<file path="src/rtl/latch_q_monitor.sv">
// latch_q_monitor
// Clocked consumer of an asynchronous D-latch output pair (Q/Qbar).
// Brings the pair into the C domain through a two-flop synchroniser, tracks
// the latched level with a four-state FSM, emits registered one-cycle
// RISE/FALL pulses, keeps saturating transition counters and raises a
// sticky FAULT when the synchronised pair stays equal for ERR_CYCLES cycles.
module latch_q_monitor #(
  parameter int W          = 8,
  parameter int ERR_CYCLES = 3
) (
  input  logic         C,
  input  logic         CLRbar,
  input  logic         Q_in,
  input  logic         Qbar_in,
  input  logic         CNT_CLR,
  output logic         LEVEL,
  output logic         RISE,
  output logic         FALL,
  output logic [W-1:0] RISE_CNT,
  output logic [W-1:0] FALL_CNT,
  output logic         FAULT,
  output logic [1:0]   STATE
);

  // Mismatch counter must be able to hold ERR_CYCLES itself.
  localparam int MW = (ERR_CYCLES < 1) ? 1 : $clog2(ERR_CYCLES + 1);
  localparam logic [MW-1:0] MIS_MAX = MW'(ERR_CYCLES);
  localparam logic [W-1:0]  CNT_MAX = {W{1'b1}};

  typedef enum logic [1:0] {
    ST_UNKNOWN = 2'b00,
    ST_LOW     = 2'b01,
    ST_HIGH    = 2'b10,
    ST_FAULT   = 2'b11
  } state_t;

  // ---------------------------------------------------------------------
  // Two-flop synchroniser, one channel per latch output.
  // Bit 0 carries Q, bit 1 carries Qbar.
  // ---------------------------------------------------------------------
  logic [1:0] async_in;
  logic [1:0] sync_out;

  assign async_in = {Qbar_in, Q_in};

  genvar gi;
  generate
    for (gi = 0; gi < 2; gi++) begin : g_sync
      logic meta_reg;
      logic sync_reg;

      // Capture stage then stabilising stage; both clear on reset.
      always_ff @(posedge C or negedge CLRbar) begin
        if (!CLRbar) begin
          meta_reg <= 1'b0;
          sync_reg <= 1'b0;
        end else begin
          meta_reg <= async_in[gi];
          sync_reg <= meta_reg;
        end
      end

      assign sync_out[gi] = sync_reg;
    end
  endgenerate

  logic s_q;
  logic s_qb;
  logic pair_valid;

  assign s_q        = sync_out[0];
  assign s_qb       = sync_out[1];
  // A healthy latch always presents complementary outputs.
  assign pair_valid = (s_q != s_qb);

  // ---------------------------------------------------------------------
  // State, pulse and counter registers
  // ---------------------------------------------------------------------
  state_t         state_reg, state_next;
  logic [MW-1:0]  mis_reg, mis_next;
  logic           rise_reg, rise_next;
  logic           fall_reg, fall_next;
  logic [W-1:0]   rise_cnt_reg, rise_cnt_next;
  logic [W-1:0]   fall_cnt_reg, fall_cnt_next;

  // State register and all registered outputs.
  always_ff @(posedge C or negedge CLRbar) begin
    if (!CLRbar) begin
      state_reg    <= ST_UNKNOWN;
      mis_reg      <= '0;
      rise_reg     <= 1'b0;
      fall_reg     <= 1'b0;
      rise_cnt_reg <= '0;
      fall_cnt_reg <= '0;
    end else begin
      state_reg    <= state_next;
      mis_reg      <= mis_next;
      rise_reg     <= rise_next;
      fall_reg     <= fall_next;
      rise_cnt_reg <= rise_cnt_next;
      fall_cnt_reg <= fall_cnt_next;
    end
  end

  // Next-state logic: level tracking, mismatch run length and fault entry.
  always_comb begin
    state_next = state_reg;
    mis_next   = mis_reg;
    rise_next  = 1'b0;
    fall_next  = 1'b0;

    case (state_reg)
      ST_FAULT: begin
        // Sticky: only a counter clear (or reset) leaves FAULT.
        if (CNT_CLR) begin
          state_next = ST_UNKNOWN;
        end
      end

      default: begin
        if (pair_valid) begin
          mis_next = '0;
          case (state_reg)
            ST_UNKNOWN: state_next = s_q ? ST_HIGH : ST_LOW;
            ST_LOW: begin
              if (s_q) begin
                state_next = ST_HIGH;
                rise_next  = 1'b1;
              end
            end
            ST_HIGH: begin
              if (!s_q) begin
                state_next = ST_LOW;
                fall_next  = 1'b1;
              end
            end
            default: state_next = state_reg;
          endcase
        end else begin
          // Invalid pair: hold the level, extend the run, fault at the limit.
          if (mis_reg < MIS_MAX) begin
            mis_next = mis_reg + 1'b1;
          end
          if (mis_next >= MIS_MAX) begin
            state_next = ST_FAULT;
          end
        end
      end
    endcase

    // A clear wins over any run-length update in the same cycle.
    if (CNT_CLR) begin
      mis_next = '0;
    end
  end

  // Transition counters: saturate at all-ones, clear has priority.
  always_comb begin
    rise_cnt_next = rise_cnt_reg;
    fall_cnt_next = fall_cnt_reg;
    if (CNT_CLR) begin
      rise_cnt_next = '0;
      fall_cnt_next = '0;
    end else begin
      if (rise_next && (rise_cnt_reg != CNT_MAX)) begin
        rise_cnt_next = rise_cnt_reg + 1'b1;
      end
      if (fall_next && (fall_cnt_reg != CNT_MAX)) begin
        fall_cnt_next = fall_cnt_reg + 1'b1;
      end
    end
  end

  assign STATE    = state_reg;
  assign LEVEL    = (state_reg == ST_HIGH);
  assign FAULT    = (state_reg == ST_FAULT);
  assign RISE     = rise_reg;
  assign FALL     = fall_reg;
  assign RISE_CNT = rise_cnt_reg;
  assign FALL_CNT = fall_cnt_reg;

endmodule

</file>
<file path="config.mk">
export PLATFORM = sky130hd
export DESIGN_NAME = latch_q_monitor
export DESIGN_NICKNAME = d
export VERILOG_FILES = /design/src/rtl/latch_q_monitor.sv
export SDC_FILE = /design/constraint.sdc
export NUM_CORES = 1
export LEC_CHECK = 0
export BUFFER_PORTS_ARGS = -buffer_cell sky130_fd_sc_hd__buf_2
export CAP_MARGIN = 20
export CORE_MARGIN = 2
export CORE_UTILIZATION = 32
export DETAILED_ROUTE_END_ITERATION = 10
export HOLD_SLACK_MARGIN = 0.06
export PLACE_DENSITY = 0.57
export SYNTH_ARGS = -nofsm -noshare
export SYNTH_HDL_FRONTEND = slang
export SYNTH_SLANG_ARGS = --single-unit
export TNS_END_PERCENT = 30
</file>
<file path="constraint.sdc">
create_clock -name C -period 2.3 [get_ports C]
set_clock_uncertainty 0.15 [all_clocks]
set_input_delay 0 -clock C [delete_from_list [all_inputs] [get_ports C]]
set_output_delay 0 -clock C [all_outputs]
set_load 0.005 [all_outputs]
</file>
# [After elaboration in Yosys (flattened, before gate mapping)]
# Cells that the tools add are included.
[totals] ff_bits=26
[classes] order_cmp=2 n_eq_ne=10 n_addsub=3 n_mux=26 reduce_logical=7
[ops] operator="$mux 8" n=4
[ops] operator="$mux 2" n=13
[ops] operator="$add 8x1->8 const B" n=2
[ops] operator="$ne 8x8->1 const B" n=2
[ops] operator="$mux 1" n=8
[ops] operator="$ne 4x4->1 const B" n=2
[ops] operator="$pmux 2 s3" n=1
[ops] operator="$ne 5x3->1 const B" n=1
[ops] operator="$reduce_and 5->1" n=1
[ops] operator="$eq 2x2->1 const B" n=2
[ops] operator="$reduce_bool 2->1" n=2
[ops] operator="$reduce_bool 3->1" n=1
[ops] operator="$add 2x1->2 const B" n=1
[ops] operator="$eq 2x1->1 const B" n=1
[ops] operator="$ge 2x2->1 const B" n=1
[ops] operator="$logic_and 1x1->1" n=2
[ops] operator="$logic_not 2->1" n=1
[ops] operator="$lt 2x2->1 const B" n=1
[ops] operator="$ne 2x2->1 const B" n=1
[ops] operator="$ne 1x1->1" n=1

# [Logic depth before layout (Yosys ltp)]
[logic_depth] depth_word=8 ltp_mapped=8 depth_no_buf=6

# [Worst setup path after synthesis]
# No wires, ideal clock.
[synth_timing] path_kind="register -> register" start="register g_sync[0].sync_reg" end="register fall_cnt_reg[7] (netlist: FALL_CNT[7])" arrival_time_ns=1.834 path_buffers=1 setup_time_ns=0.127 stages_incl_launch_ff=7 t_required_ns=2.023 setup_slack_ns=0.189 cell_sequence="dfrtp_1 ha_1 buf_6 nor4b_4 o211ai_2 nor2_1 mux2_1"
[synth_via] elab_chain_cells=6 elab_cells_between_ends=7 classes_between="eq/ne (1); mux (4); reduce/logical (2)"
[synth_rtl] element="start, declared" line="50" source="logic sync_reg;"
[synth_rtl] element="start signal, assigned" line="59" source="sync_reg <= meta_reg;"
[synth_rtl] element="$mux 1" line="132" source="if (!s_q) begin"
[synth_rtl] element="$mux 1" line="123" source="case (state_reg)"
[synth_rtl] element="$mux 1 *" line="121" source="if (pair_valid) begin"
[synth_rtl] element="$mux 1 *" line="112" source="case (state_reg)"
[synth_rtl] element="named net fall_next" line="82" source="logic fall_reg, fall_next;"
[synth_rtl] element="$logic_and 1x1->1 *" line="168" source="if (fall_next && (fall_cnt_reg != CNT_MAX)) begin"
[synth_rtl] element="$reduce_bool 2->1 (no line) *"
[synth_rtl] element="end signal, assigned" line="101" source="fall_cnt_reg <= fall_cnt_next;"
[synth_rtl] element="end, declared" line="84" source="logic [W-1:0] fall_cnt_reg, fall_cnt_next;"
# The timed path passes the listed nets; every way through them passes the cells marked *.
# A chain may end at the register's enable or synchronous reset.

# [Worst setup path in the final report]
# Same ends and word-level chain as after synthesis.

==> impl_metrics.toml <==
[critical_path]
path_class = "flip-flop to flip-flop"
crit_path_max_fanout = 8
cp-start-kind = "flip-flop"
r2r_start = "g_sync[0].sync_reg"
reg2reg_to = "FALL_CNT[7]"
cp.required_ns = 2.30
cp-end-kind = "flip-flop"
regToRegSetupSlack_ns = 0.28
r2r_cells = 5
arrival_ns = 2.02

[grt]
grt-ovfl-total = 0
grt_max_degree = 27
grt_first_pass_wirelength_mm = 4.850
grt_pass1_vias = 1043
grt_use_total_pct = 12.26
antenna_found_initial = 0

[routing]
ant_nets = 0
drc = 0
drt-vias-per-instance = 4.829
drt_first_pass_iters = 4
wirelength_mm = 2.751
num_vias = 1014
drtIter0Drc = 76
wire_per_inst_um = 13.10

[cts]
postCtsSetupRepairBufs = 0
cts-root-buf = "clkbuf_8"
clk_latency_ns = 0.26
path_clk_slew_ns = 0.08
cts_sinks = 26
post_cts_resized = 0
clock_path_buffers = 2
cts_buffers = 3
htreeDepth = 1
cts_tree = "done"

[floorplanning]
die_x_um = 69.64
ios = 27
die_h_um = 69.64
rows = 23
coreArea_sq_um = 4086
initial_utilization_pct = 33.74
dieArea_sq_um = 4850

[power]
power.total_w = 0.001216
ir_worst_vdd_v = 0.0003036
cellLeakagePower_nw = 0.8438
p_per_area_nw_per_um2 = 739.7

[placed_design]
portBuffers = 26
place.gp.congestion = 0.7851
dp.final_hpwl_mm = 1.981

[sta]
min_period_over_period_pct = 87.97
relSlewSlack_pct = 60.41
min_period_ns = 2.023
hold_violations = 0
drv_slew = 0
rsz0062_at_grt = "false"
setup_viol = 0
fmaxAchievable_ghz = 0.4942
fin_tns_setup_ns = 0
worstMarginPinSlew_ns = 0.5939

[hold_path]
min_path_type = "input pin to async pin"

[synth]
synthesis.instances = 128
synth.yosys.warnings = 0
mappedNetlistArea_sq_um = 1379
ys_types = 32
synth_seq_cells = 26
synth.avg_cell_area_sq_um = 10.77
synth_seq_area_share_pct = 47.19
syn-num-nets = 142

[finish]
diodes = 0
layout_common_cells = "26 x dfrtp_1, 26 x buf_2, 20 x nor2_1, 11 x xor2_1, 9 x ha_1"
area_growth_pct = 19.24
drive_above_1_share_pct = 24.38
final_util_pct = 40.23
final_nets = 176

[job]
drv_cap = 0

[outcome]
outcome = "finished clean"
==> power breakdown <==
group / internal (W) / total [W] / switching [W] / leakage, nW
clock: 0.000117 / 0.000245 / 0.000128 / 0.0216
sequential: 0.000498 / 0.000541 / 0.0000429 / 0.348
combinational: 0.000212 / 0.000430 / 0.000218 / 0.475
total: 0.000827 / 0.00122 / 0.000389 / 0.844
==> kinds of logic (layout without fill, tap and decap cells) <==
family	count (synthesis)	after routing	synth area share, %
compound gates	19	19	10.16
xor+xnor	11	11	6.987
fa+ha+maj	9	9	8.167
buf+inv	10	42	4.174
flops	26	26	47.19
mux	6	6	4.719
simple gates	47	47	18.60
==> routing by layer <==
metal	wire length [um]	vias up	global-route usage (%)
met4	17	0	4.487
met1	1339	478	16.06
met5	0	-	0
met3	116	2	2.471
met2	1277	23	20.09
li1	-	511	-
==> cell type report <==
type                       instances  area, sq um
multi-input combinational         92        670.6
inverter                           5        18.77
fill                             417         2442
timing repair buffer              34        200.2
clock buffer                       3        41.29
tap                               50        62.56
sequential                        26        650.6
==> cell usage after synthesis (all sizes together) <==
master    n  area, sq um
and3      3        18.77
mux2i     2        20.02
nand4b    1        8.760
a41oi     1        8.760
xor2     11        96.34
a211oi    1        7.510
dfrtp    26        650.6
buf       3        31.27
o211ai    6        55.05
nand3     5        25.02
nor2b     3        18.77
a21oi     6        30.03
o2111ai   2        17.52
o31ai     1        7.510
and2      4        25.02
nand2     2        7.510
and4bb    1        12.51
ha        9        112.6
o21ai     2        13.76
inv       5        18.77
clkbuf    2        7.510
mux2      4        45.04
nor4b     1        23.77
nor3      2        10.01
nor2     20        75.07
nand4     3        18.77
nand2b    2        12.51
==> worst max-delay path: stages, from the launching register on <==
cell and delay, ns:
dfrtp_1 0.40, ha_1 0.43, nor4b_4 0.34, o211ai_2 0.14
nor2_1 0.13, mux2_1 0.32
==> worst max-delay path by stage <==
stage / from / end / slack, ns / cells past startpoint
2_1_floorplan: g_sync[0].sync_reg / FALL_CNT[7] / 0.19 / 6
3_3_place_gp: g_sync[0].sync_reg / FALL_CNT[7] / 0.33 / 5
4_1_cts: g_sync[0].sync_reg / RISE_CNT[7] / 0.26 / 5
3_5_place_dp: g_sync[0].sync_reg / RISE_CNT[7] / 0.28 / 5
5_1_grt: g_sync[0].sync_reg / FALL_CNT[7] / 0.18 / 5
6_report: g_sync[0].sync_reg / FALL_CNT[7] / 0.28 / 5
==> per-stage QoR <==
stage	instance area [sq um]	hold slack (ns)	setup WS, ns	std cells
2_1_floorplan	1379	-0.4456	0.1889	128
3_3_place_gp	1563	-0.1090	0.3266	203
3_5_place_dp	1563	-0.1086	0.2826	203
4_1_cts	1644	0.1395	0.2620	210
5_1_grt	1644	0.1842	0.1845	210
6_report	1644	0.1211	0.2767	210
==> timing repair <==
item / 4_1_cts / 5_1_grt
endpoints found under the hold margin: 42 / 0
setup endpoints to repair: 0 / 0
hold buffers: 4 / 0
Power figures use the tool's default switching activity.
